## src/rtl/addsub_serial_if.sv

```systemverilog
// ---------------------------------------------------------------------------
// addsub_serial_if
//   Operand/result bundle for the digit-serial adder/subtractor.
//
//   Handshake: a transfer happens on a rising clk edge where valid and ready
//   are both high. A producer may raise valid at any time. The consumer's
//   ready may depend on its own state only. Data is sampled on the transfer
//   edge and may change freely afterwards.
//
//   Signals
//     in_valid  producer -> block  X, Y, sub are valid
//     in_ready  block -> producer  block can accept an operation
//     X, Y      producer -> block  operands (WIDTH bits)
//     sub       producer -> block  0: X+Y, 1: X-Y
//     out_valid block -> consumer  Z and flags are valid
//     out_ready consumer -> block  consumer takes the result
//     Z         block -> consumer  result modulo 2^WIDTH
//     cout      block -> consumer  carry out of MSB (subtract: 1 = no borrow)
//     ovf       block -> consumer  two's-complement overflow
//     zero      block -> consumer  Z == 0
//
//   Modports: master = operand producer / result consumer, slave = the block.
// ---------------------------------------------------------------------------
interface addsub_serial_if #(
    parameter int WIDTH = 8
);
    logic             in_valid;
    logic             in_ready;
    logic [WIDTH-1:0] X;
    logic [WIDTH-1:0] Y;
    logic             sub;
    logic             out_valid;
    logic             out_ready;
    logic [WIDTH-1:0] Z;
    logic             cout;
    logic             ovf;
    logic             zero;

    modport master (
        output in_valid, X, Y, sub, out_ready,
        input  in_ready, out_valid, Z, cout, ovf, zero
    );

    modport slave (
        input  in_valid, X, Y, sub, out_ready,
        output in_ready, out_valid, Z, cout, ovf, zero
    );
endinterface

```

## src/rtl/addsub_serial.sv

```systemverilog
// ---------------------------------------------------------------------------
// addsub_serial
//   Multi-cycle adder/subtractor. Operands are consumed DIGIT bits per clock
//   through a single DIGIT-bit adder slice, so a result takes WIDTH/DIGIT
//   clocks. Subtraction is X + ~Y + 1 (carry-in seeded with 1).
//
//   Ports
//     clk      in   rising-edge clock
//     rst      in   synchronous, active-high reset
//     bus      slave modport of addsub_serial_if (operands, result, flags)
//     state_o  out  current FSM state (0 IDLE, 1 RUN, 2 DONE) for observation
//
//   Parameters
//     WIDTH  operand/result width (>= 2)
//     DIGIT  bits processed per clock; must divide WIDTH
// ---------------------------------------------------------------------------
module addsub_serial #(
    parameter int WIDTH = 8,
    parameter int DIGIT = 2
) (
    input  logic                 clk,
    input  logic                 rst,
    addsub_serial_if.slave       bus,
    output logic [1:0]           state_o
);
    localparam int NDIG = WIDTH / DIGIT;
    localparam int CW   = (NDIG > 1) ? $clog2(NDIG) : 1;

    if ((WIDTH % DIGIT) != 0 || WIDTH < 2) begin : g_param_err
        $error("addsub_serial: WIDTH must be >= 2 and a multiple of DIGIT");
    end

    typedef enum logic [1:0] {
        IDLE = 2'd0,
        RUN  = 2'd1,
        DONE = 2'd2
    } state_t;

    state_t            state_q;
    logic [WIDTH-1:0]  a_q;
    logic [WIDTH-1:0]  b_q;
    logic [WIDTH-1:0]  z_q;
    logic              carry_q;
    logic [CW-1:0]     cnt_q;
    logic              in_ready_q;
    logic              out_valid_q;
    logic              cout_q;
    logic              ovf_q;
    logic              zero_q;

    // One digit slice: low DIGIT bits of A and B plus the running carry.
    logic [DIGIT:0]       sum_d;
    logic [WIDTH+DIGIT-1:0] z_cat_d;
    logic [WIDTH-1:0]     z_shift_d;
    logic                 msb_cin_d;
    logic                 last_d;

    always_comb begin
        sum_d     = {1'b0, a_q[DIGIT-1:0]} + {1'b0, b_q[DIGIT-1:0]}
                  + {{DIGIT{1'b0}}, carry_q};
        // New digit enters at the MSB end; after NDIG steps the first digit
        // has reached bit 0. Concatenation keeps this legal when DIGIT==WIDTH.
        z_cat_d   = {sum_d[DIGIT-1:0], z_q};
        z_shift_d = z_cat_d[WIDTH+DIGIT-1:DIGIT];
        // Carry into the top bit of the slice: on the last digit this is the
        // carry into bit WIDTH-1, recovered from that bit's sum = a ^ b ^ cin.
        msb_cin_d = a_q[DIGIT-1] ^ b_q[DIGIT-1] ^ sum_d[DIGIT-1];
        last_d    = (cnt_q == CW'(NDIG - 1));
    end

    always_ff @(posedge clk) begin
        if (rst) begin
            state_q     <= IDLE;
            a_q         <= '0;
            b_q         <= '0;
            z_q         <= '0;
            carry_q     <= 1'b0;
            cnt_q       <= '0;
            in_ready_q  <= 1'b1;
            out_valid_q <= 1'b0;
            cout_q      <= 1'b0;
            ovf_q       <= 1'b0;
            zero_q      <= 1'b0;
        end else begin
            case (state_q)
                IDLE: begin
                    if (bus.in_valid) begin
                        a_q        <= bus.X;
                        b_q        <= bus.sub ? ~bus.Y : bus.Y;
                        carry_q    <= bus.sub;
                        cnt_q      <= '0;
                        in_ready_q <= 1'b0;
                        state_q    <= RUN;
                    end
                end
                RUN: begin
                    a_q     <= a_q >> DIGIT;
                    b_q     <= b_q >> DIGIT;
                    z_q     <= z_shift_d;
                    carry_q <= sum_d[DIGIT];
                    cnt_q   <= cnt_q + CW'(1);
                    if (last_d) begin
                        cout_q      <= sum_d[DIGIT];
                        ovf_q       <= msb_cin_d ^ sum_d[DIGIT];
                        zero_q      <= (z_shift_d == '0);
                        out_valid_q <= 1'b1;
                        state_q     <= DONE;
                    end
                end
                DONE: begin
                    if (bus.out_ready) begin
                        out_valid_q <= 1'b0;
                        in_ready_q  <= 1'b1;
                        state_q     <= IDLE;
                    end
                end
                default: begin
                    out_valid_q <= 1'b0;
                    in_ready_q  <= 1'b1;
                    state_q     <= IDLE;
                end
            endcase
        end
    end

    assign bus.in_ready  = in_ready_q;
    assign bus.out_valid = out_valid_q;
    assign bus.Z         = z_q;
    assign bus.cout      = cout_q;
    assign bus.ovf       = ovf_q;
    assign bus.zero      = zero_q;
    assign state_o       = state_q;
endmodule

```

## src/flat_wrapper.sv

```systemverilog
// flat-port wrapper written by rule: the top's interface ports become plain ports
module addsub_serial_flat 
#(
    parameter int WIDTH = 8,
    parameter int DIGIT = 2
)
  (clk, rst, state_o, bus_in_valid, bus_X, bus_Y, bus_sub, bus_out_ready, bus_in_ready, bus_out_valid, bus_Z, bus_cout, bus_ovf, bus_zero);
  addsub_serial_if #(.WIDTH(WIDTH)) bus_i ();
  input  logic clk;
  input  logic rst;
  output logic [1:0] state_o;
  input wire logic [$bits(bus_i.in_valid)-1:0] bus_in_valid;
  input wire logic [$bits(bus_i.X)-1:0] bus_X;
  input wire logic [$bits(bus_i.Y)-1:0] bus_Y;
  input wire logic [$bits(bus_i.sub)-1:0] bus_sub;
  input wire logic [$bits(bus_i.out_ready)-1:0] bus_out_ready;
  output wire logic [$bits(bus_i.in_ready)-1:0] bus_in_ready;
  output wire logic [$bits(bus_i.out_valid)-1:0] bus_out_valid;
  output wire logic [$bits(bus_i.Z)-1:0] bus_Z;
  output wire logic [$bits(bus_i.cout)-1:0] bus_cout;
  output wire logic [$bits(bus_i.ovf)-1:0] bus_ovf;
  output wire logic [$bits(bus_i.zero)-1:0] bus_zero;
  assign bus_i.in_valid = bus_in_valid;
  assign bus_i.X = bus_X;
  assign bus_i.Y = bus_Y;
  assign bus_i.sub = bus_sub;
  assign bus_i.out_ready = bus_out_ready;
  assign bus_in_ready = bus_i.in_ready;
  assign bus_out_valid = bus_i.out_valid;
  assign bus_Z = bus_i.Z;
  assign bus_cout = bus_i.cout;
  assign bus_ovf = bus_i.ovf;
  assign bus_zero = bus_i.zero;
  addsub_serial #(.WIDTH(WIDTH), .DIGIT(DIGIT)) u_core (.clk(clk), .rst(rst), .bus(bus_i), .state_o(state_o));
endmodule
```

## config.mk

```make
export PLATFORM = sky130hd
export DESIGN_NAME = addsub_serial_flat
export DESIGN_NICKNAME = d
export VERILOG_FILES = /design/src/rtl/addsub_serial_if.sv /design/src/rtl/addsub_serial.sv /design/src/flat_wrapper.sv
export SDC_FILE = /design/constraint.sdc
export NUM_CORES = 1
export LEC_CHECK = 0
export CAP_MARGIN = 10
export CORE_ASPECT_RATIO = 1.5
export CORE_MARGIN = 5
export CORE_UTILIZATION = 26
export DETAILED_ROUTE_END_ITERATION = 12
export SETUP_SLACK_MARGIN = 0.1
export SYNTH_ARGS = -nofsm -noshare
export SYNTH_HDL_FRONTEND = slang
export SYNTH_SLANG_ARGS = --single-unit
```

## constraint.sdc

```tcl
create_clock -name clk -period 2.01 [get_ports clk]
set_input_delay 0.603 -clock clk [delete_from_list [all_inputs] [get_ports clk]]
set_output_delay 0.603 -clock clk [all_outputs]
set_load 0.01 [all_outputs]
```

[Word-level counts from Yosys, hierarchy flattened]
Index checks and enable logic that the tools add are counted.
W data, S select, Z words.
Storage, ports and cells
  register bits after elaboration: 34
  input bits: 21
  logic and storage cells: 53
  output and inout port bits: 15
Cells by class
  equality and inequality tests: 6
  $add $sub $neg: 3
  multiplexer cells: 19
  reduce and logical (&&, ||, !) cells: 8
  bitwise logic cells: 6
Operator list (number)
  $pmux W8 S2: 2
  $mux W8: 3
  $reduce_and A3 Y1: 3
  $logic_not A8 Y1: 1
  $mux W2: 4
  $not A8 Y8: 1
  $pmux W1 S3: 2
  $pmux W2 S3: 1
  $mux W1: 5
  $eq A2 B2 Y1 const B: 2
  $ne A2 B2 Y1 const B: 2
  $pmux W2 S2: 1
  $reduce_and A2 Y1: 2
  $add A2 B2 Y3: 1
  $add A3 B1 Y3: 1
  $xor A1 B1 Y1: 3
  $add A2 B1 Y2 const B: 1
  $eq A2 B1 Y1 const B: 1
  $logic_not A2 Y1: 1
  $ne A2 B1 Y1 const B: 1
  $not A1 Y1: 2
  $pmux W1 S2: 1
  $reduce_bool A2 Y1: 1

[Logic depth before layout (Yosys ltp)]
Gate-level depths: netlist of the first run.
  depth in word-level cells: 4
  mapped depth: 6
  depth with buffers taken out: 6

[Least setup slack after synthesis of the first run]
OpenSTA, ideal clock, no wires.
  path type: reg-to-reg
  start: register u_core.carry_q
  end: register u_core.zero_q (netlist: u_core.bus.zero)
  slack: 238 ps
  buffers on the path: 0
  library setup time: 70 ps
  cell stages (with the launch flop): 7
  arrival time: 1701 ps
  path through: dfxtp_1 > inv_1 > fa_1 > fa_1 > nor4bb_1 > nand4_1 > a21oi_1
On the way
  word-level cells in the longest chain between the ends: 2
RTL lines
  start, declared: line addsub_serial.sv:43  | logic carry_q;
  start signal, assigned: line addsub_serial.sv:90  | carry_q <= bus.sub;
  start signal, assigned: line addsub_serial.sv:100  | carry_q <= sum_d[DIGIT];
  $add A3 B1 Y3: line addsub_serial.sv:60  | + {{DIGIT{1'b0}}, carry_q};
  $logic_not A8 Y1: line addsub_serial.sv:105  | zero_q <= (z_shift_d == '0);
  end signal, assigned: line addsub_serial.sv:105
  end, declared: line addsub_serial.sv:49  | logic zero_q;
No other way between the ends.
A chain may end at the register's enable or synchronous reset.

[Worst setup path after layout of the first run]
  start: register u_core.z_q[6] (netlist: u_core.bus.Z[6])
  end: output bus_Z[6]
RTL lines
  start, declared: line addsub_serial.sv:42  | logic [WIDTH-1:0] z_q;
  start signal, assigned: line addsub_serial.sv:99  | z_q <= z_shift_d;
  end, declared: line flat_wrapper.sv:19  | output wire logic [$bits(bus_i.Z)-1:0] bus_Z;
No word-level cell between the ends.

==> results of run 1 <==
cell usage after synthesis (2+ instances only):
master     n  share of area
nor3_1     5          0.016
a21oi_1   19          0.060
nor2_1    16          0.038
ha_1       2          0.016
nand2b_1   8          0.031
fa_1       2          0.025
nand2_1   15          0.035
o21ai_1    3         0.0094
a22oi_1   11          0.052
a211oi_1   5          0.024
dfxtp_1   34           0.43
nand3b_1   6          0.028
o32ai_1    2          0.011
inv_1      6          0.014
xor2_1     9          0.049
or3b_1     7          0.038
clkbuf_1   4         0.0094
buf_2      8          0.025
worst paths after layout:
check,endpoint,cells past startpoint,slack [ns]
setup reg to reg,u_core.bus.ovf,6,0.15
hold / removal,u_core.bus.Z[1],2,0.45
setup / recovery,bus_Z[6],1,0.13
hold reg to reg,u_core.bus.Z[1],2,0.45
power breakdown:
| group | switching (mW) | internal, mW | leakage (nW) |
|---|---|---|---|
| combinational | 0.144 | 0.175 | 0.485 |
| clock | 0.236 | 0.276 | 0.0482 |
| sequential | 0.0235 | 0.715 | 0.279 |
| total | 0.404 | 1.17 | 0.812 |
sequential cells by signal (all words and copies together), names as in the netlist:
signal                flops
u_core.a_q                8
u_core.bus.cout           1
u_core.cnt_q              2
u_core.carry_q            1
u_core.bus.ovf            1
u_core.bus.out_valid      1
u_core.state_o            2
u_core.bus.in_ready       1
u_core.bus.Z              8
u_core.b_q                8
u_core.bus.zero           1
per-layer routing:
layer	wire length (µm)	share of wire
met2	1900	0.51
met1	1590	0.42
met3	194	0.052
met5	0	0
met4	55	0.015
cell families after synthesis:
logic type | after synthesis
AOI/OAI and AO/OA | 47
xor gates and xnor gates | 9
muxes | 1
adders and majority gates | 4
DFF | 34
buffers and inverters | 19
and+or+nand+nor | 65
stage by stage:
stage	TNS [ns]	power [mW]	hold WS, ns
after detailed placement	-0.0414	1.05	0.447
after global placement	0	1.05	0.447
after CTS	0	1.58	0.457
after floorplan	0	0.932	0.454
after global routing	0	1.67	0.474
final	0	1.57	0.454
worst register-to-register path, delay by kind of cell, from the launching register on:
kind,cells,cell delay [ns]
compound gates,1,0.18
xor+xnor,1,0.18
fa+ha+maj,2,0.88
buf+inv,1,0.04
flops,1,0.32
simple gates,1,0.17
final cells by class:
type                            count  area, µm²  area share
Multi-Input combinational cell    126        850       0.386
Sequential cell                    34        682       0.310
Timing Repair Buffer               48        460       0.209
Tap cell                           74       92.6      0.0421
Clock buffer                        7       86.3      0.0393
Inverter                            6       22.5      0.0102
Clock inverter                      1       5.00     0.00228
repair_timing:
| action | CTS | global route |
|---|---|---|
| pin swaps | 0 | 4 |
| setup buffers | 0 | 2 |
| resized for setup | 1 | 6 |
| setup endpoints to repair | 1 | 2 |
==> results.toml, run 1 <==
[outcome]
status = "complete, no violations"

[global_route]
grt_pass1_wl_mm = 6.42
gr-total-overflow = 0
grt-busiest-layer = "met2"
met3_usage = 0.0303
grt_pass1_vias = 1358
antenna_found_initial = 0
use_met2 = 0.173
track_usage = 0.104
grt_max_degree = 32
use_met1 = 0.126

[placement]
dp.cells = 286
portBuffers = 35
place_congestion = 0.742
dp_hpwl_mm = 2.79
place_area_um2 = 2070
pre_cts_slack_ns = -0.0205

[detailed_routing]
drt_pass1_iterations = 4
finalWirelength_mm = 3.74
antenna_left = 0
remaining_drc_errors = 0
vias = 1382
drt-wirelength-per-cell_um = 12.6
dr.first_iter.drc_count = 28
detail_route.vias_per_cell = 4.67

[synthesis]
muxShareOfSynthArea = 0.00628
synthSimpleGateAreaFrac = 0.225
synth_compound_area_frac = 0.198
ys_seq_area_frac = 0.427
netlist_area_um2 = 1590
ys.flop_type = "dfxtp_1"
synth_top_family_by_area = "simple AND/OR/NAND/NOR gates"
postSynth.asyncResetShare = 0
ys_warn_count = 0
synth_enable_flop_cells = 0
ys_ff_latch = 34
synth-xor-area-share = 0.0495
avgSynthCellArea_um2 = 8.91
synth.distinct_cells = 35
synth_nets = 204
syn_inst = 179
yosys.area_share.adder = 0.0408

[sta]
finalWorstSetupSlack_ns = 0.129
slew_viol_final = 0
slew_headroom = 0.762
tightestPinTransition_ns = 0.357
hold_viol_final = 0
setup_viol = 0
max_freq_ghz = 0.532
post-route-period-util = 0.936
finClkSkew_ns = 0.00496
period_needed_ns = 1.88
rsz0062_at_grt = "yes"

[setup_path]
critPathTopFamily = "buffers and inverters"
slowest_stage = "clkdlybuf4s50_1"
cp_cell_sequence = "clkdlybuf4s50_1"
slowest_delay_ns = 0.58
path_class = "register to output pin"
startpoint_type = "register"
crit_path_start = "u_core.bus.Z[6]"
path_max_fanout = 4
critPathRequiredTime_ns = 1.41
worstPathArrival_ns = 1.28
rr_startpoint = "u_core.a_q[0]"
end_kind = "output pin"
worst-path-buf-inv = 1

[floorplanning]
io_pins = 36
die_h_um = 106
die_x_um = 73.9
die-area_um2 = 7830
start_util = 0.264
coreArea_um2 = 6040
fp-row-count = 35

[cells_and_area]
diodes = 0
postLayoutCellArea_um2 = 2200
final_nets = 246
final_common_cell = "clkdlybuf4s50_1"
layout.cells.non_filler = 296
final_cell_mix = "clkdlybuf4s50_1, dfxtp_1, a21oi_1, nor2_1, nand2_1"
area_delta_synth_final_pct = 37.9
drive_above_1_share = 0.140
num-fill-cells = 635
post-route-util = 0.364

[cts]
cts.clk_slew.worst_paths_ns = 0.07
cts_max_path_buffers = 2
clk_latency_ns = 0.28
cts_root_buf = "clkbuf_8"
htree_levels = 2
numCtsBuffers = 5
cts_hold_buf = 0
cts_tree = "yes"
clock-sinks = 34

[hold_path]
hold_path.startpoint = "u_core.bus.Z[1]"
hp-class = "register to register"

[pwr]
ir_drop_v = 0.000346
power.density_nw_per_um2 = 714
leakage_nw = 0.812

[job]
maxCapViolCount = 0
(Power assumes the default switching activity.)
==> run 2: changes to the inputs <==
Settings changed: GPL_TIMING_DRIVEN set to 0, RECOVER_POWER set to 25.
==> run 2 against run 1 <==
Net effect: sequential power is essentially flat; core utilization shrank 0.62 points; die area is the same; critical endpoint is now state_o[0].
==> results.toml, run 2 (same netlist as run 1, synthesis figures left out) <==
[setup_path]
path_max_fanout = 5
worstPathArrival_ns = 1.28
slowest_delay_ns = 0.57
startpoint_type = "register"
critPathRequiredTime_ns = 1.41
cp_cell_sequence = "clkdlybuf4s50_1"
slowest_stage = "clkdlybuf4s50_1"
critPathTopFamily = "buffers and inverters"
end_kind = "output pin"
worst-path-buf-inv = 1
path_class = "register to output pin"

[global_route]
antenna_found_initial = 0
gr-total-overflow = 0
grt_pass1_wl_mm = 6.31
track_usage = 0.103
grt_max_degree = 11
grt_pass1_vias = 1360

[cells_and_area]
layout.cells.non_filler = 294
post-route-util = 0.358
final_common_cell = "clkdlybuf4s50_1"
final_cell_mix = "clkdlybuf4s50_1, dfxtp_1, a21oi_1, nor2_1, nand2_1"
diodes = 0
num-fill-cells = 650
area_delta_synth_final_pct = 35.6
drive_above_1_share = 0.114
final_nets = 245

[detailed_routing]
dr.first_iter.drc_count = 40
detail_route.vias_per_cell = 4.66
finalWirelength_mm = 3.85
drt-wirelength-per-cell_um = 13.1
remaining_drc_errors = 0
antenna_left = 0
drt_pass1_iterations = 4
vias = 1369

[cts]
cts.clk_slew.worst_paths_ns = 0.07
cts_tree = "yes"
numCtsBuffers = 5
htree_levels = 2
cts_hold_buf = 0
clock-sinks = 34
cts_root_buf = "clkbuf_8"
clk_latency_ns = 0.28
cts_max_path_buffers = 2

[sta]
slew_viol_final = 0
tightestPinTransition_ns = 0.500
finClkSkew_ns = 0.00578
post-route-period-util = 0.934
max_freq_ghz = 0.532
finalWorstSetupSlack_ns = 0.132
rsz0062_at_grt = "yes"
hold_viol_final = 0
period_needed_ns = 1.88
slew_headroom = 0.667
setup_viol = 0

[floorplanning]
coreArea_um2 = 6040
fp-row-count = 35
start_util = 0.264
io_pins = 36
die_x_um = 73.9
die_h_um = 106
die-area_um2 = 7830

[pwr]
p_int_mw = 1.27
p_clk_frac = 0.378
p_sw_frac = 0.244
ir_drop_v = 0.000341
comb_power_share = 0.181
power_frac_seq = 0.441
power_mw = 1.68
leakage_nw = 0.783
p_sw_mw = 0.410
power.density_nw_per_um2 = 778

[placement]
portBuffers = 33
dp.cells = 286
place_congestion = 0.773
dp_hpwl_mm = 2.88
pre_cts_slack_ns = -0.134

[hold_path]
hp-class = "register to register"

[job]
maxCapViolCount = 0

[outcome]
status = "complete, no violations"
[run 2: layout make-up]
| type | instances | area (µm²) | share of cell area |
|---|---|---|---|
| plain buffers | 13 | 57.6 | 0.0266 |
| clock buffers | 6 | 82.6 | 0.0382 |
| clock inverters | 1 | 30.0 | 0.0139 |
| inverters | 6 | 22.5 | 0.0104 |
| multi-input cells | 126 | 853 | 0.395 |
| flip-flops and latches | 34 | 684 | 0.317 |
| well taps | 74 | 92.6 | 0.0428 |
| repair buffers | 34 | 338 | 0.156 |
[run 2: timing repair]
item                       in CTS  in global routing
buffers inserted                1                  0
gates resized for setup         3                  7
pin swaps                       1                  4
cloned                          0                  0
setup endpoints to repair       2                  4
[run 2: path summary, 6_finish.rpt]
check	start	end	slack [ns]	cells after the start
worst max-delay path	u_core.state_o[0]	state_o[0]	0.13	1
worst min register to register	u_core.bus.Z[0]	u_core.bus.Z[0]	0.45	2
worst min-delay path	u_core.bus.Z[0]	u_core.bus.Z[0]	0.45	2
worst max register to register	u_core.a_q[0]	u_core.bus.ovf	0.18	6
[run 2: power by group through the flow]
| stage | Combinational, mW | Sequential, mW | Clock, mW |
|---|---|---|---|
| finish | 0.304 | 0.741 | 0.636 |
| global route | 0.342 | 0.746 | 0.683 |
| CTS | 0.296 | 0.739 | 0.655 |
| detailed placement | 0.285 | 0.754 | 0 |
| global placement | 0.280 | 0.753 | 0 |
| floorplan | 0.179 | 0.753 | 0 |
[run 2: layer usage]
layer,GRT usage,vias to the layer above,wire length (µm)
met5,0,-,0
met4,0.0427,0,58
met3,0.0274,4,196
met2,0.178,30,1970
met1,0.117,633,1630
li1,-,702,-
[run 2: stage by stage]
step | cell area [µm²] | TNS, ns | hold slack [ns]
3_3_place_gp | 2020 | -0.149 | 0.447
5_1_grt | 2160 | 0 | 0.495
6_report | 2160 | 0 | 0.455
4_1_cts | 2150 | 0 | 0.461
2_1_floorplan | 1590 | 0 | 0.454
3_5_place_dp | 2020 | -0.226 | 0.452
==> run 3: changes to the inputs <==
Clock period 2.01 ns to 1.5 ns, I/O delays scaled along.
==> run 3 against run 2 <==
Net effect: total power increased by 22%; register-to-register slack worse by 0.53 ns; global-route usage grew 0.53 points; largest cell class unchanged; the flow now finishes with violations (setup timing); highest routed layer unchanged.
==> results.toml, run 3 (same netlist as run 1, synthesis figures left out) <==
[setup_path]
ff2ff_path_depth = 6
critPathTopFamily = "adder cells"
startpoint_type = "register"
path_max_fanout = 3
path_class = "register to register"
r2r-end = "u_core.bus.zero"
slowest_stage = "fa_2"
slowest_delay_ns = 0.56
worstPathArrival_ns = 2.06
path_depth = 6
worst-path-buf-inv = 1
critPathRequiredTime_ns = 1.71
cp_cell_sequence = "inv_2 -> fa_2 -> fa_2 -> nor4bb_2 -> nand4_1 -> a21oi_1"
crit_top_cell = "fa_2"
rr_startpoint = "u_core.carry_q"
r2r_setup_slack_ns = -0.35
end_kind = "register"

[pwr]
power_mw = 2.06
power.density_nw_per_um2 = 938
ir_drop_v = 0.000406
leakage_nw = 0.842

[outcome]
failed_checks = "setup timing"
status = "complete, but fails checks"

[placement]
dp.cells = 286
portBuffers = 33
place_congestion = 0.802
pre_cts_slack_ns = -0.430
dp_hpwl_mm = 2.91

[detailed_routing]
drt_pass1_iterations = 4
drt-wirelength-per-cell_um = 13.4
vias = 1440
remaining_drc_errors = 0
antenna_left = 0
finalWirelength_mm = 4.03
detail_route.vias_per_cell = 4.80
dr.first_iter.drc_count = 29

[cts]
clk_latency_ns = 0.28
cts.clk_slew.worst_paths_ns = 0.06
htree_levels = 2
cts_tree = "yes"
clock-sinks = 34
numCtsBuffers = 5
cts_hold_buf = 0
cts_max_path_buffers = 2
cts_root_buf = "clkbuf_8"

[cells_and_area]
final_nets = 251
area_delta_synth_final_pct = 37.4
drive_above_1_share = 0.199
post-route-util = 0.363
num-fill-cells = 663
final_common_cell = "dfxtp_1"
layout.cells.non_filler = 300
final_cell_mix = "dfxtp_1, a21oi_1, clkdlybuf4s50_1, nor2_1, nand2_1"
diodes = 0

[sta]
finClkSkew_ns = 0.00759
period_needed_ns = 1.85
setup_viol = 5
hold_ws_ns = 0.450
tightestPinTransition_ns = 0.552
finalWorstSetupSlack_ns = -0.350
slew_viol_final = 0
hold_viol_final = 0
slew_headroom = 0.632
rsz0062_at_grt = "yes"
max_freq_ghz = 0.540
post-route-period-util = 1.23

[global_route]
track_usage = 0.109
grt_pass1_wl_mm = 6.67
grt_pass1_vias = 1395
antenna_found_initial = 0
gr-total-overflow = 0
grt_max_degree = 11

[floorplanning]
die_x_um = 73.9
start_util = 0.264
die_h_um = 106
coreArea_um2 = 6040
die-area_um2 = 7830
io_pins = 36
fp-row-count = 35

[job]
maxCapViolCount = 0

[hold_path]
hold_end = "u_core.bus.Z[1]"
min_path_cells = 2
hp-class = "register to register"
hold_path.startpoint = "u_core.bus.Z[1]"
## run 3: how the worst max path moves through the flow
stage | start | slack (ns) | to
after floorplan | u_core.carry_q | -0.26 | u_core.bus.zero
after global placement | bus_in_valid | -0.41 | u_core.a_q[5]
after detailed placement | bus_in_valid | -0.43 | u_core.a_q[5]
after CTS | u_core.carry_q | -0.37 | u_core.bus.zero
after global routing | u_core.carry_q | -0.45 | u_core.bus.zero
final | u_core.carry_q | -0.35 | u_core.bus.zero
## run 3: layer usage
layer,track usage,wire length [µm],part of all wire
met4,0.0531,99,0.025
met2,0.180,2040,0.51
met1,0.128,1650,0.41
met5,0,0,0
met3,0.0246,236,0.059
## run 3: repair_timing
item / in CTS / in global routing
setup buffers: 2 / 5
gates cloned: 1 / 0
gates resized for setup: 30 / 22
pin swaps: 6 / 3
endpoints found under the setup margin: 39 / 29
## run 3: cell type report
cell class                      instances  area (µm²)  area share
Clock buffer                            7        76.3      0.0348
Sequential cell                        34         693       0.316
Tap cell                               74        92.6      0.0423
Buffer                                 13        70.1      0.0320
Multi-Input combinational cell        126         873       0.399
Timing Repair Buffer                   40         363       0.166
Inverter                                6        22.5      0.0103
## run 3: worst reg2reg max path: stages, from the launching register on
cell	delay, ns
dfxtp_2	0.32
inv_2	0.04
fa_2	0.38
fa_2	0.56
nor4bb_2	0.21
nand4_1	0.13
a21oi_1	0.13
## run 3: metrics by stage
| step | TNS, ns | cell area [µm²] |
|---|---|---|
| after floorplan | -0.422 | 1600 |
| after detailed placement | -7.48 | 2020 |
| after global placement | -6.96 | 2020 |
| final | -0.958 | 2190 |
| after CTS | -0.837 | 2130 |
| after global routing | -1.39 | 2190 |
## run 3: power by group
group | internal, mW | switching [mW] | leakage [nW]
sequential | 0.959 | 0.0327 | 0.282
clock | 0.319 | 0.302 | 0.0383
combinational | 0.226 | 0.216 | 0.521
total | 1.51 | 0.551 | 0.842
